$ cat config.mk
export PLATFORM = sky130hd
export DESIGN_NAME = sync_fifo_core_flat
export DESIGN_NICKNAME = d
export VERILOG_FILES = /design/src/rtl/sync_fifo_core_if.sv /design/src/rtl/sync_fifo_core.sv /design/src/flat_wrapper.sv
export SDC_FILE = /design/constraint.sdc
export NUM_CORES = 1
export LEC_CHECK = 0
export ABC_CLOCK_PERIOD_IN_PS = 2900
export BUFFER_PORTS_ARGS = -buffer_cell sky130_fd_sc_hd__buf_2
export CORE_MARGIN = 4
export CORE_UTILIZATION = 55
export DETAILED_ROUTE_END_ITERATION = 6
export PLACE_DENSITY = 0.84
export SLEW_MARGIN = 20
export SYNTH_ARGS = -nofsm -noshare
export SYNTH_HDL_FRONTEND = slang
export SYNTH_SLANG_ARGS = --single-unit
$ cat constraint.sdc
create_clock -name clk -period 2.9 [get_ports clk]
set_input_delay 0.435 -clock clk [delete_from_list [all_inputs] [get_ports clk]]
set_output_delay 0.435 -clock clk [all_outputs]
set_load 0.05 [all_outputs]
$ cat src/rtl/sync_fifo_core_if.sv
// sync_fifo_core_if: producer/consumer bundle for sync_fifo_core.
// master = producer/consumer side, slave = the FIFO itself.
interface sync_fifo_core_if #(
    parameter int DATA_WIDTH = 8,
    parameter int ADDR_WIDTH = 4
);
    logic                  we;
    logic                  re;
    logic [DATA_WIDTH-1:0] din;
    logic [DATA_WIDTH-1:0] dout;
    logic                  flagf;
    logic                  flage;
    logic                  almost_full;
    logic                  almost_empty;
    logic [ADDR_WIDTH:0]   count;
    logic                  overflow;
    logic                  underflow;

    modport master (
        output we, re, din,
        input  dout, flagf, flage, almost_full, almost_empty, count, overflow, underflow
    );

    modport slave (
        input  we, re, din,
        output dout, flagf, flage, almost_full, almost_empty, count, overflow, underflow
    );
endinterface

$ cat src/rtl/sync_fifo_core.sv
// sync_fifo_core: single-clock FIFO, registered read port, occupancy count,
// almost-full/almost-empty thresholds and overflow/underflow reporting.
// Optional macro FIFO_STICKY_ERR_EN: overflow/underflow latch until reset;
// without it they pulse for one cycle after each rejected request.
module sync_fifo_core #(
    parameter int DATA_WIDTH = 8,
    parameter int ADDR_WIDTH = 4,
    parameter int AF_LEVEL   = 14,
    parameter int AE_LEVEL   = 2
) (
    input  logic clk,
    input  logic rst,
    sync_fifo_core_if.slave bus
);
    localparam int CW    = ADDR_WIDTH + 1;
    localparam int DEPTH = 2 ** ADDR_WIDTH;

    logic [DATA_WIDTH-1:0] mem [DEPTH];
    logic [ADDR_WIDTH-1:0] wr_ptr, rd_ptr;
    logic [CW-1:0]         cnt;
    logic [DATA_WIDTH-1:0] dout_q;
    logic                  ovf_q, udf_q;

    logic full, empty, rd_ok, wr_ok, wr_rej, rd_rej;

    // Flags come straight from the registered count.
    assign full   = (cnt == CW'(DEPTH));
    assign empty  = (cnt == '0);
    // A write into a full FIFO is fine when a read frees a slot on the same edge.
    assign rd_ok  = bus.re & ~empty;
    assign wr_ok  = bus.we & (~full | rd_ok);
    assign wr_rej = bus.we & ~wr_ok;
    assign rd_rej = bus.re & ~rd_ok;

    // Storage is not reset; writes are blocked while rst is low.
    always_ff @(posedge clk) begin
        if (wr_ok && rst) mem[wr_ptr] <= bus.din;
    end

    // Pointers, occupancy and the registered read port.
    always_ff @(posedge clk or negedge rst) begin
        if (!rst) begin
            wr_ptr <= '0;
            rd_ptr <= '0;
            cnt    <= '0;
            dout_q <= '0;
        end else begin
            if (wr_ok) wr_ptr <= wr_ptr + 1'b1;
            if (rd_ok) begin
                rd_ptr <= rd_ptr + 1'b1;
                dout_q <= mem[rd_ptr];
            end
            case ({wr_ok, rd_ok})
                2'b10:   cnt <= cnt + 1'b1;
                2'b01:   cnt <= cnt - 1'b1;
                default: cnt <= cnt;
            endcase
        end
    end

    // Error reporting for rejected requests.
    always_ff @(posedge clk or negedge rst) begin
        if (!rst) begin
            ovf_q <= 1'b0;
            udf_q <= 1'b0;
        end else begin
`ifdef FIFO_STICKY_ERR_EN
            ovf_q <= ovf_q | wr_rej;
            udf_q <= udf_q | rd_rej;
`else
            ovf_q <= wr_rej;
            udf_q <= rd_rej;
`endif
        end
    end

    assign bus.dout         = dout_q;
    assign bus.count        = cnt;
    assign bus.flagf        = full;
    assign bus.flage        = empty;
    assign bus.almost_full  = (cnt >= CW'(AF_LEVEL));
    assign bus.almost_empty = (cnt <= CW'(AE_LEVEL));
    assign bus.overflow     = ovf_q;
    assign bus.underflow    = udf_q;
endmodule

$ cat src/flat_wrapper.sv
// flat-port wrapper written by rule: the top's interface ports become plain ports
module sync_fifo_core_flat 
#(
    parameter int DATA_WIDTH = 8,
    parameter int ADDR_WIDTH = 4,
    parameter int AF_LEVEL   = 14,
    parameter int AE_LEVEL   = 2
)
  (clk, rst, bus_we, bus_re, bus_din, bus_dout, bus_flagf, bus_flage, bus_almost_full, bus_almost_empty, bus_count, bus_overflow, bus_underflow);
  sync_fifo_core_if #(.DATA_WIDTH(DATA_WIDTH), .ADDR_WIDTH(ADDR_WIDTH)) bus_i ();
  input  logic clk;
  input  logic rst;
  input wire logic [$bits(bus_i.we)-1:0] bus_we;
  input wire logic [$bits(bus_i.re)-1:0] bus_re;
  input wire logic [$bits(bus_i.din)-1:0] bus_din;
  output wire logic [$bits(bus_i.dout)-1:0] bus_dout;
  output wire logic [$bits(bus_i.flagf)-1:0] bus_flagf;
  output wire logic [$bits(bus_i.flage)-1:0] bus_flage;
  output wire logic [$bits(bus_i.almost_full)-1:0] bus_almost_full;
  output wire logic [$bits(bus_i.almost_empty)-1:0] bus_almost_empty;
  output wire logic [$bits(bus_i.count)-1:0] bus_count;
  output wire logic [$bits(bus_i.overflow)-1:0] bus_overflow;
  output wire logic [$bits(bus_i.underflow)-1:0] bus_underflow;
  assign bus_i.we = bus_we;
  assign bus_i.re = bus_re;
  assign bus_i.din = bus_din;
  assign bus_dout = bus_i.dout;
  assign bus_flagf = bus_i.flagf;
  assign bus_flage = bus_i.flage;
  assign bus_almost_full = bus_i.almost_full;
  assign bus_almost_empty = bus_i.almost_empty;
  assign bus_count = bus_i.count;
  assign bus_overflow = bus_i.overflow;
  assign bus_underflow = bus_i.underflow;
  sync_fifo_core #(.DATA_WIDTH(DATA_WIDTH), .ADDR_WIDTH(ADDR_WIDTH), .AF_LEVEL(AF_LEVEL), .AE_LEVEL(AE_LEVEL)) u_core (.clk(clk), .rst(rst), .bus(bus_i));
endmodule
==> impl_metrics.tcl <==
set metrics [dict create \
    yosys.area.top_type "edfxtp_1" \
    via_count 3165 \
    cp_slowest_stage_delay_ns 0.47 \
    num_antenna_cells 0 \
    crit_fanout 8 \
    crit_cells 12 \
    cp_top_family "simple AND/OR/NAND/NOR gates" \
    intPower_w 0.004878 \
    cts_htree_levels 4 \
    powerDensity_nw_per_um2 1031 \
    place_area_um2 6462 \
    r2r_cells 12 \
    fin_nets 390 \
    max-slew-margin-rel 0.4411 \
    finalHoldViolations 0 \
    drv_slew 0 \
    worst_hold_slack_ns 0.1082 \
    final_area_um2 7079 \
    switching_share 0.3313 \
    rows 38 \
    synth_mux_area_frac 0.1407 \
    startpoint_type "flop" \
    cp_cell_sequence "nor4_4 -> nand2_1 -> o21a_1 -> inv_1 -> ha_2 -> inv_1 -> fa_2 -> nor2b_1 -> o21ai_1 -> nand3_1 -> or3b_1 -> xnor2_1" \
    antenna_found_initial 0 \
    clkSlewWorstSetupHoldPaths_ns 0.06 \
    overflow 0 \
    setup_viol 0 \
    coreArea_um2 10890 \
    placed_cells 487 \
    grt_max_degree 35 \
    die_h_um 113.5 \
    fin_ws_ns 0.2091 \
    dieWidth_um 113.5 \
    min_period_ns 2.691 \
    synth_compound_area_frac 0.03860 \
    synth_top_family_by_area "multiplexers" \
    fillers 670 \
    place_hpwl_um 7420 \
    wirelength_um 12110 \
    final_common_cell "edfxtp_1" \
    portBuffers 30 \
    syn_area_um2 6126 \
    regToRegStartpoint "u_core.bus.count[1]" \
    wl_per_cell_um 23.24 \
    drv_cap 0 \
    pwr-share-clk 0.288 \
    fmax_ghz 0.3716 \
    grt_use_total 0.2053 \
    ys_types 41 \
    final_cell_mix "edfxtp_1, buf_2, mux4_2, clkbuf_16, dfrtp_1" \
    ys_seq_area_frac 0.7214 \
    cp_common_cell "inv_1" \
    yosysWarnings 0 \
    clock_skew_ns 0.006080 \
    p_leak_nw 2.469 \
    drtAntennaViolNets 0 \
    worst_path_max_delay_cell "dfrtp_2" \
    clkSinkCount 151 \
    hp-class "primary input to flop" \
    root_buffer "clkbuf_8" \
    crit_type "flop to flop" \
    pwr-share-seq 0.401 \
    drt_first_iter_violations 395 \
    drt-pass1-iter-count 5 \
    yosysTopAreaCellShare 0.6275 \
    period_share 0.9279 \
    ys_ff_latch 151 \
    r2r_setup_slack_ns 0.21 \
    whs_path_depth 2 \
    clkLatencyLatePin_ns 0.52 \
    arrival_ns 3.10 \
    p_sw_w 0.002417 \
    whs_endpoint "u_core.bus.overflow" \
    drive_gt1_frac 0.3150 \
    peakVddDrop_v 0.0007881 \
    start_util 0.5626 \
    outcome "finished, final reports clean" \
    worstMarginPinSlew_ns 0.8353 \
    die_area_um2 12890 \
    grt_pass1_vias 3278 \
    syn_inst 321 \
    startpoint "u_core.bus.count[1]" \
    routabilityCongestion 0.8143 \
    grt_pass1_wl_um 19120 \
    avgSynthCellArea_um2 19.08 \
    stdcell_count 521 \
    cts_tree "built" \
    p_comb_frac 0.311 \
    synthAdderAreaFrac 0.02165 \
    drcViolationCount 0 \
    syn_nets 343 \
    min_from "bus_re" \
    synth_area_leaders "edfxtp_1, dfrtp_1, mux4_2" \
    r2r-end "u_core.bus.count[4]" \
    cts_max_path_buffers 2 \
    area_growth_syn_to_layout_pct 15.56 \
    yosys.area_share.simple 0.03962 \
    cts-buffers-inserted 17 \
    dp_worst_setup_slack_ns 0.1986 \
    end_kind "flop" \
    synth_xor_area_frac 0.01430 \
    viasPerCell 6.075 \
    cp_num_buf_inv 2 \
    cp.required_ns 3.31 \
    ios 31 \
]
-- Yosys cell counts, drive strengths merged --
master,number
o22ai,8
o21ai,4
a211oi,8
edfxtp,128
mux4,32
nand3,2
a21oi,11
or3b,2
o21a,1
a21o,1
xnor2,7
nor3,1
or3,1
nor4,1
xor2,3
nor3b,1
nand2,10
mux2,9
clkbuf,4
nor2b,9
dfrtp,23
buf,13
mux2i,1
inv,8
fa,1
nand3b,2
nand4,2
ha,9
and2,1
nor2,16
a31o,1
o31a,1
-- how the worst max path moves through the flow --
| stage | end |
|---|---|
| detailed placement | u_core.bus.count[4] |
| CTS | u_core.bus.count[4] |
| finish | u_core.bus.count[4] |
| floorplan | u_core.bus.count[4] |
| global route | u_core.bus.count[4] |
| global placement | u_core.bus.count[4] |
-- power by group through the flow --
stage	registers, W	logic [W]	clock network [W]
global route	0.00296	0.00243	0.00225
finish	0.00292	0.00227	0.00210
floorplan	0.00312	0.00152	0
detailed placement	0.00295	0.00225	0
CTS	0.00291	0.00228	0.00212
global placement	0.00293	0.00217	0
-- sequential cells by signal, indices dropped and copies added (netlist names) --
signal,count
u_core.bus.count,5
u_core.bus.dout,8
u_core.bus.overflow,1
u_core.bus.underflow,1
u_core.mem,128
u_core.rd_ptr,4
u_core.wr_ptr,4
-- layout make-up --
cell class | instances | area (um2) | area share
clock buffer | 27 | 555.5 | 0.07847
clock inverter | 5 | 28.78 | 0.004065
inverter | 8 | 30.03 | 0.004242
multi-input combinational | 145 | 1587 | 0.2241
sequential | 151 | 4425 | 0.6251
tap | 140 | 175.2 | 0.02474
timing repair buffer | 45 | 277.8 | 0.03924
-- stage by stage --
| step | utilization | power (W) | setup TNS [ns] |
|---|---|---|---|
| after CTS | 0.6481 | 0.007307 | 0 |
| after global placement | 0.5935 | 0.005104 | 0 |
| final | 0.6502 | 0.007296 | 0 |
| after global routing | 0.6502 | 0.007644 | -0.01507 |
| after detailed placement | 0.5935 | 0.005205 | 0 |
| after floorplan | - | 0.004644 | 0 |
-- what timing repair did --
action,4_1_cts,5_1_grt
setup endpoints to repair,0,1
gates resized for setup,0,2
hold buffers,1,0
hold endpoints to repair,8,0
setup buffers,0,1
-- kinds of logic after synthesis --
kind of cell / count (synthesis)
multiplexers: 42
XOR/XNOR: 10
flip-flops: 151
AND/OR/NAND/NOR: 48
AO/OA/AOI/OAI: 35
adder cells (fa/ha/maj): 10
buffers and inverters: 25
-- routing by layer --
| metal | vias up | wire length [um] | GRT usage |
|---|---|---|---|
| met4 | 0 | 259 | 0.07131 |
| met3 | 24 | 707 | 0.05358 |
| met1 | 1633 | 5094 | 0.2860 |
| met2 | 137 | 6046 | 0.3192 |
| li1 | 1371 | - | - |
| met5 | - | 0 | 0 |
(Power assumes the default switching activity.)
